===== src/rtl/dds_sweep_ctrl.sv =====
// Purpose: frequency-sweep scheduler stepping the DDS tuning word from F_START towards F_STOP.
// Latency: first word one cycle after start; each word is then held DWELL_eff cycles.
// Backpressure: none; config writes while busy are dropped and flagged on cfg_err.
// Optional build macro DDS_SWEEP_LOOP_EN: continuous mode, reload F_START at the end of each pass.
module dds_sweep_ctrl #(
    parameter int FW = 32,
    parameter int DW = 16
) (
    input  logic          clk,
    input  logic          rst_n,
    input  logic          cfg_we,
    input  logic [1:0]    cfg_addr,
    input  logic [FW-1:0] cfg_wdata,
    output logic          cfg_err,
    input  logic          start,
    input  logic          stop,
    output logic [FW-1:0] fword_out,
    output logic          fword_valid,
    output logic          busy,
    output logic          done
);

    typedef enum logic [1:0] {
        S_IDLE = 2'd0,
        S_RUN  = 2'd1,
        S_DONE = 2'd2
    } state_t;

    state_t        r_state;
    state_t        w_state_nxt;

    logic [FW-1:0] r_fstart;
    logic [FW-1:0] r_fstep;
    logic [FW-1:0] r_fstop;
    logic [DW-1:0] r_dwell;

    logic [FW-1:0] r_fword;
    logic [FW-1:0] w_fword_nxt;
    logic [DW-1:0] r_cnt;
    logic [DW-1:0] w_cnt_nxt;
    logic          r_valid;
    logic          w_valid_nxt;
    logic          r_done;
    logic          w_done_nxt;
    logic          r_busy;
    logic          r_cfg_err;

    logic [DW-1:0] w_dwell_m1;
    logic [FW:0]   w_next;
    logic          w_step_zero;
    logic          w_step_neg;
    logic          w_oor;

    // A programmed dwell of zero behaves like a dwell of one.
    assign w_dwell_m1 = (r_dwell == '0) ? '0 : (r_dwell - DW'(1));

    // Unsigned word plus sign-extended step in FW+1 bits. For either step sign the
    // true result lies in a window where bit FW set means it left [0, 2^FW-1].
    assign w_next      = {1'b0, r_fword} + {r_fstep[FW-1], r_fstep};
    assign w_step_zero = (r_fstep == '0);
    assign w_step_neg  = r_fstep[FW-1];
    assign w_oor       = w_next[FW]
                       | w_step_zero
                       | (!w_step_neg && (w_next[FW-1:0] > r_fstop))
                       | ( w_step_neg && (w_next[FW-1:0] < r_fstop));

    // Next-state and next-output decode; stop has priority over a same-cycle step.
    always_comb begin
        w_state_nxt = r_state;
        w_fword_nxt = r_fword;
        w_cnt_nxt   = r_cnt;
        w_valid_nxt = 1'b0;
        w_done_nxt  = 1'b0;
        case (r_state)
            S_IDLE: begin
                if (start) begin
                    w_state_nxt = S_RUN;
                    w_fword_nxt = r_fstart;
                    w_valid_nxt = 1'b1;
                    w_cnt_nxt   = w_dwell_m1;
                end
            end
            S_RUN: begin
                if (stop) begin
                    w_state_nxt = S_IDLE;
                end else if (r_cnt != '0) begin
                    w_cnt_nxt = r_cnt - DW'(1);
                end else if (!w_oor) begin
                    w_fword_nxt = w_next[FW-1:0];
                    w_valid_nxt = 1'b1;
                    w_cnt_nxt   = w_dwell_m1;
                end else begin
`ifdef DDS_SWEEP_LOOP_EN
                    w_fword_nxt = r_fstart;
                    w_valid_nxt = 1'b1;
                    w_cnt_nxt   = w_dwell_m1;
                    w_done_nxt  = 1'b1;
`else
                    w_state_nxt = S_DONE;
                    w_done_nxt  = 1'b1;
`endif
                end
            end
            S_DONE: begin
                w_state_nxt = S_IDLE;
            end
            default: begin
                w_state_nxt = S_IDLE;
            end
        endcase
    end

    // State register.
    always_ff @(posedge clk or negedge rst_n) begin
        if (!rst_n) begin
            r_state <= S_IDLE;
        end else begin
            r_state <= w_state_nxt;
        end
    end

    // Registered datapath and status outputs.
    always_ff @(posedge clk or negedge rst_n) begin
        if (!rst_n) begin
            r_fword <= '0;
            r_cnt   <= '0;
            r_valid <= 1'b0;
            r_done  <= 1'b0;
            r_busy  <= 1'b0;
        end else begin
            r_fword <= w_fword_nxt;
            r_cnt   <= w_cnt_nxt;
            r_valid <= w_valid_nxt;
            r_done  <= w_done_nxt;
            r_busy  <= (w_state_nxt != S_IDLE);
        end
    end

    // Config registers accept writes only in IDLE; a write in any other state is flagged.
    always_ff @(posedge clk or negedge rst_n) begin
        if (!rst_n) begin
            r_fstart  <= '0;
            r_fstep   <= '0;
            r_fstop   <= '0;
            r_dwell   <= '0;
            r_cfg_err <= 1'b0;
        end else begin
            r_cfg_err <= cfg_we && (r_state != S_IDLE);
            if (cfg_we && (r_state == S_IDLE)) begin
                case (cfg_addr)
                    2'd0:    r_fstart <= cfg_wdata;
                    2'd1:    r_fstep  <= cfg_wdata;
                    2'd2:    r_fstop  <= cfg_wdata;
                    default: r_dwell  <= cfg_wdata[DW-1:0];
                endcase
            end
        end
    end

    assign fword_out   = r_fword;
    assign fword_valid = r_valid;
    assign busy        = r_busy;
    assign done        = r_done;
    assign cfg_err     = r_cfg_err;

endmodule

===== config.mk =====
export PLATFORM = sky130hd
export DESIGN_NAME = dds_sweep_ctrl
export DESIGN_NICKNAME = d
export VERILOG_FILES = /design/src/rtl/dds_sweep_ctrl.sv
export SDC_FILE = /design/constraint.sdc
export NUM_CORES = 1
export LEC_CHECK = 0
export ABC_CLOCK_PERIOD_IN_PS = 5600
export CAP_MARGIN = 20
export CELL_PAD_IN_SITES_DETAIL_PLACEMENT = 1
export CELL_PAD_IN_SITES_GLOBAL_PLACEMENT = 2
export CORE_MARGIN = 2
export CORE_UTILIZATION = 35
export DETAILED_ROUTE_END_ITERATION = 16
export PLACE_DENSITY_LB_ADDON = 0.1
export SYNTH_ARGS = -nofsm -noshare
export SYNTH_HDL_FRONTEND = slang
export SYNTH_SLANG_ARGS = --single-unit

===== constraint.sdc =====
create_clock -name clk -period 5.6 [get_ports clk]
set_input_delay 0.84 -clock clk [delete_from_list [all_inputs] [get_ports clk]]
set_output_delay 0.84 -clock clk [all_outputs]
set_load 0.01 [all_outputs]

### Word-level counts from Yosys, hierarchy flattened

Index checks and enable logic that the tools add are counted.

* flip-flop bits (word level): 166
* output and inout port bits: 36
* input bits: 39

* equal/unequal tests: 8
* muxes and demuxes: 25
* reduce and logical (&&, ||, !) cells: 20
* order comparisons: 2
* bitwise logic cells: 4
* $add $sub $neg: 3

Operators with widths (count)
* 2-to-1 mux 32 bit: 4
* 2-to-1 mux 16 bit: 5
* one-hot mux 32 bit (2 select lines): 1
* adder 32 x 33 -> 33 bit: 1
* greater-than comparator 32 bit: 1
* logical NOT 32 bit: 1
* less-than comparator 32 bit: 1
* one-hot mux 16 bit (2 select lines): 1
* subtractor 16 x 1 -> 16 bit, second input constant: 2
* logical NOT 16 bit: 1
* nonzero test 16 bit: 1
* 2-to-1 mux 1 bit: 8
* 2-to-1 mux 2 bit: 4
* inequality test 2 bit, second input constant: 4
* AND reduction 2 bit: 4
* nonzero test 2 bit: 3
* AND reduction 5 bit: 1
* == test 2 x 1 -> 1 bit, second input constant: 2
* logical AND 1 bit: 4
* logical NOT 2 bit: 2
* one-hot mux 2 bit (2 select lines): 1
* AND reduction 4 bit: 1
* inequality test 3 bit, second input constant: 1
* bitwise OR 1 bit: 3
* 5 further kinds: 5

### Depth between registers and ports, before layout

* depth after elaboration: 10
* gate-level depth with buffers: 23

### Least setup slack after synthesis

No wires, ideal clock.

* path kind: flip-flop to flip-flop
* from: register r_fword[7] (netlist: fword_out[7])
* to: register r_cnt[0]
* buffers on the path: 0
* cell stages (with the launch flop): 20
* slack: 0.756 ns
* arrival time: 4.723 ns
* library setup time: 0.120 ns
* period minus slack after synthesis: 4.844 ns
* cell sequence: dfrtp_1 -> ha_1 -> a21o_1 -> or3_1 -> o211ai_2 -> nand3_1 -> a311o_1 -> a31oi_1 -> xor2_1 -> inv_1 -> ha_1 -> nand4_1 -> or4_4 -> nand2b_4 -> a221o_1 -> a21o_1 -> mux2i_4 -> o21ai_1 -> a2111o_1 -> o211a_1

* word-level cells in the longest chain between the ends: 7
* elaborated cells on any way between the ends: 10

RTL lines
* start, declared: RTL line 37 `logic [FW-1:0] r_fword;`
* start signal, assigned: RTL line 131 `r_fword <= w_fword_nxt;`
* adder 32 x 33 -> 33 bit *: RTL line 59 `assign w_next = {1'b0, r_fword} + {r_fstep[FW-1], r_fstep};`
* greater-than comparator 32 bit: RTL line 64 `| (!w_step_neg && (w_next[FW-1:0] > r_fstop))`
* logical AND 1 bit: RTL line 64
* bitwise OR 1 bit: RTL line 64
* bitwise OR 1 bit *: RTL line 65 `| ( w_step_neg && (w_next[FW-1:0] < r_fstop));`
* inequality test 3 bit (no line) *
* AND reduction 4 bit (no line) *
* end signal, assigned: RTL line 132 `r_cnt <= w_cnt_nxt;`
* end, declared: RTL line 39 `logic [DW-1:0] r_cnt;`

Every way passes the cells marked *; elsewhere a longest branch is shown, timed or not.
A chain may end at the register's enable or synchronous reset.

### Worst setup path after layout

* from: register r_fstep[7]
* to: register r_cnt[8]

* word-level cells in the longest chain between the ends: 7
* elaborated cells on any way between the ends: 11

RTL lines
* start, declared: RTL line 33 `logic [FW-1:0] r_fstep;`
* start signal, assigned: RTL line 152 `2'd1: r_fstep <= cfg_wdata;`
* adder 32 x 33 -> 33 bit: RTL line 59
* greater-than comparator 32 bit: RTL line 64
* logical AND 1 bit: RTL line 64
* bitwise OR 1 bit: RTL line 64
* bitwise OR 1 bit *: RTL line 65
* inequality test 3 bit (no line) *
* AND reduction 4 bit (no line) *

Marked as above.

==> flow_summary.ini <==
[run_status]
status = completed

[clocking]
root_buffer = clkbuf_16
cts_buffers = 17
htree_levels = 4
clk_latency_ns = 0.44
clk_pin_slew_worst_paths_ns = 0.07
cts_tree = done
postCtsHoldBufs = 0
tritoncts_num_sinks = 166
clock_path_buffers = 2

[synthesis]
synth_top_area_cell = dfrtp_1
synth_top_flop_cell = dfrtp_1
yosysSeqAreaShare_pct = 41.4
synth_area_leaders = dfrtp_1, mux2_2, ha_1
synth.most_common_cell = dfrtp_1
async_flop_share_pct = 100
syn-cell-area_um2 = 10000
yosysUniqueCellTypes = 68
yosys.area.top_type_share_pct = 41.4
syn_avg_cell_area_um2 = 9.86
yosysWarnings = 0
synthTopCellsByCount = dfrtp_1, mux2_2, nand2_1
synth_cells = 1018
synth_nets = 1124
synth_edf_count = 0
ys_seq_elements = 166

[placed_design]
port_buffers = 74
dpl.hpwl_um = 22900
pre_cts_slack_ns = -0.125
place.gp.congestion = 0.868

[pwr]
powerDensity_nw_per_um2 = 637
p_leak_nw = 5.23
peakVddDrop_mv = 0.240

[layout]
layout-drive-gt1-share_pct = 18.9
fillCellCount = 3256
fin_nets = 1208
num_antenna_cells = 0
synthToLayoutAreaGrowth_pct = 20.0
post-route-util_pct = 42.3

[sta]
relSlewSlack_pct = 35.6
tightest_slew_ns = 0.962
grt_setup_unrepaired = false
setup_viol = 0
drv_slew = 0
finalCriticalPeriod_ns = 5.36
max_freq_ghz = 0.187
final.period_utilization_pct = 95.7
finClkSkew_ns = 0.0121
setup_ws_ns = 0.241
holdWs_ns = 0.375
hold_violations = 0

[setup_path]
reg2reg_slack_ns = 0.24
start_kind = flip-flop
cp_data_arrival_time_ns = 5.69
cp_max_fo = 14
r2r_cells = 18
r2r-end = r_cnt[8]
end_kind = flip-flop
critical_path_class = reg -> reg
crit-reg2reg-launch = r_fstep[7]
crit_required_ns = 5.93

[floorplanning]
fp.coreArea_um2 = 28500
start_util_pct = 35.3
rows = 62
die_h_um = 173
io_pins = 75
die_x_um = 173
dieArea_um2 = 30100

[routing]
wirelength_um = 31200
drt-vias-per-instance = 5.32
vias = 7970
drtPass1Iterations = 4
wl_per_cell_um = 20.8
antenna_left = 0
drt-initial-drc-count = 457
drcViolationCount = 0

[grt]
grt_pass1_wl_um = 50000
gr-usage-all-layers_pct = 21.4
grt_max_degree = 98
grt_overflow = 0
antenna_found_initial = 0
grt_pass1_vias = 8413

[run]
max-cap-violations = 0

[hold_path]
hp-class = in -> async
## metal layers
layer | up-vias | part of all wire [%] | GRT usage (%)
met5 | - | 0 | 0
met4 | 0 | 0.98 | 4.56
met1 | 3996 | 50 | 31.2
met3 | 15 | 2.9 | 2.81
li1 | 3863 | - | -
met2 | 96 | 46 | 34.2
## metrics by stage
stage                     std cells  power [mW]  TNS, ns  area (µm²)
after floorplan                1018        4.85        0       10000
after global placement         1461        6.37        0       11300
after detailed placement       1461        6.40    -2.29       11300
after CTS                      1497        7.71        0       12000
after global routing           1499        8.36        0       12000
final                          1499        7.68        0       12000
## sequential cells by signal, summed over array words and instances, names as in the netlist
register and cells:
fword_valid 1, busy 1, r_dwell 16, r_fstep 32, r_fstop 32, r_state 2
r_fstart 32, r_cnt 16, fword_out 32, cfg_err 1, done 1
## timing repair
item | CTS | global route
setup buffers | 4 | 1
pin swaps | 1 | 1
setup endpoints to repair | 30 | 48
gates resized for setup | 2 | 6
## where the power goes
part	switching, mW	internal (mW)	total, mW
Clock	0.554	0.682	1.24
Combinational	2.53	1.91	4.43
Sequential	0.398	1.61	2.01
## layout by cell type (no fill, tap or decap), drive strengths merged, types with 7 or more instances in the layout
cell             n
ha              66
dfrtp          166
mux2           111
a21o            21
nor2b            8
nand4           17
nor4            16
clkdlybuf4s50   73
or3             11
a21oi           66
xor2            13
clkbuf          18
nand2           89
a211oi           7
nand3           12
xnor2           23
nor3            29
a31oi           39
and3             9
buf             33
inv             69
o21bai           7
o21ai           44
nor2            80
## area by class of cell
cell class | count | area, µm² | share of cell area, %
clock inverters | 14 | 164 | 1.36
repair buffers | 106 | 1060 | 8.84
flip-flops and latches | 166 | 4160 | 34.5
well taps | 384 | 480 | 3.99
clock buffers | 18 | 439 | 3.65
multi-input cells | 748 | 5500 | 45.7
inverters | 63 | 236 | 1.96
## worst max-delay path, stage by stage (launching register included)
cell and delay (ns):
dfrtp_2 0.45, ha_2 0.33, a21o_1 0.23, or3_1 0.34, o211ai_2 0.27, nand3_2 0.15
a311oi_2 0.41, o31ai_2 0.12, xor2_1 0.19, ha_1 0.37, nand4_2 0.17, or4_4 0.59
nand2b_4 0.15, a221o_1 0.31, a21o_1 0.18, mux2i_4 0.29, o21ai_2 0.15, buf_4 0.21
o32a_1 0.34
## cell families (layout without fill, tap and decap cells)
| family | count (synthesis) | in the layout | synth area share [%] |
|---|---|---|---|
| flip-flops | 166 | 166 | 41.4 |
| XOR/XNOR | 36 | 36 | 3.14 |
| AO/OA/AOI/OAI | 238 | 238 | 15.7 |
| AND/OR/NAND/NOR | 292 | 292 | 14.1 |
| adder cells (fa/ha/maj) | 67 | 67 | 8.42 |
| buffers and inverters | 104 | 201 | 4.26 |
| multiplexers | 115 | 115 | 13.0 |
## worst max path at each step
stage / start / end / slack [ns] / cells after the start
floorplan: fword_out[7] / r_cnt[0] / 0.76 / 19
global placement: r_fstep[7] / fword_out[24] / 0.07 / 19
detailed placement: fword_out[8] / fword_out[24] / -0.13 / 19
CTS: fword_out[8] / r_cnt[8] / 0.005 / 18
global route: fword_out[0] / r_cnt[8] / 0.02 / 21
finish: r_fstep[7] / r_cnt[8] / 0.24 / 18
No activity file was read; power rests on OpenSTA's default activity.
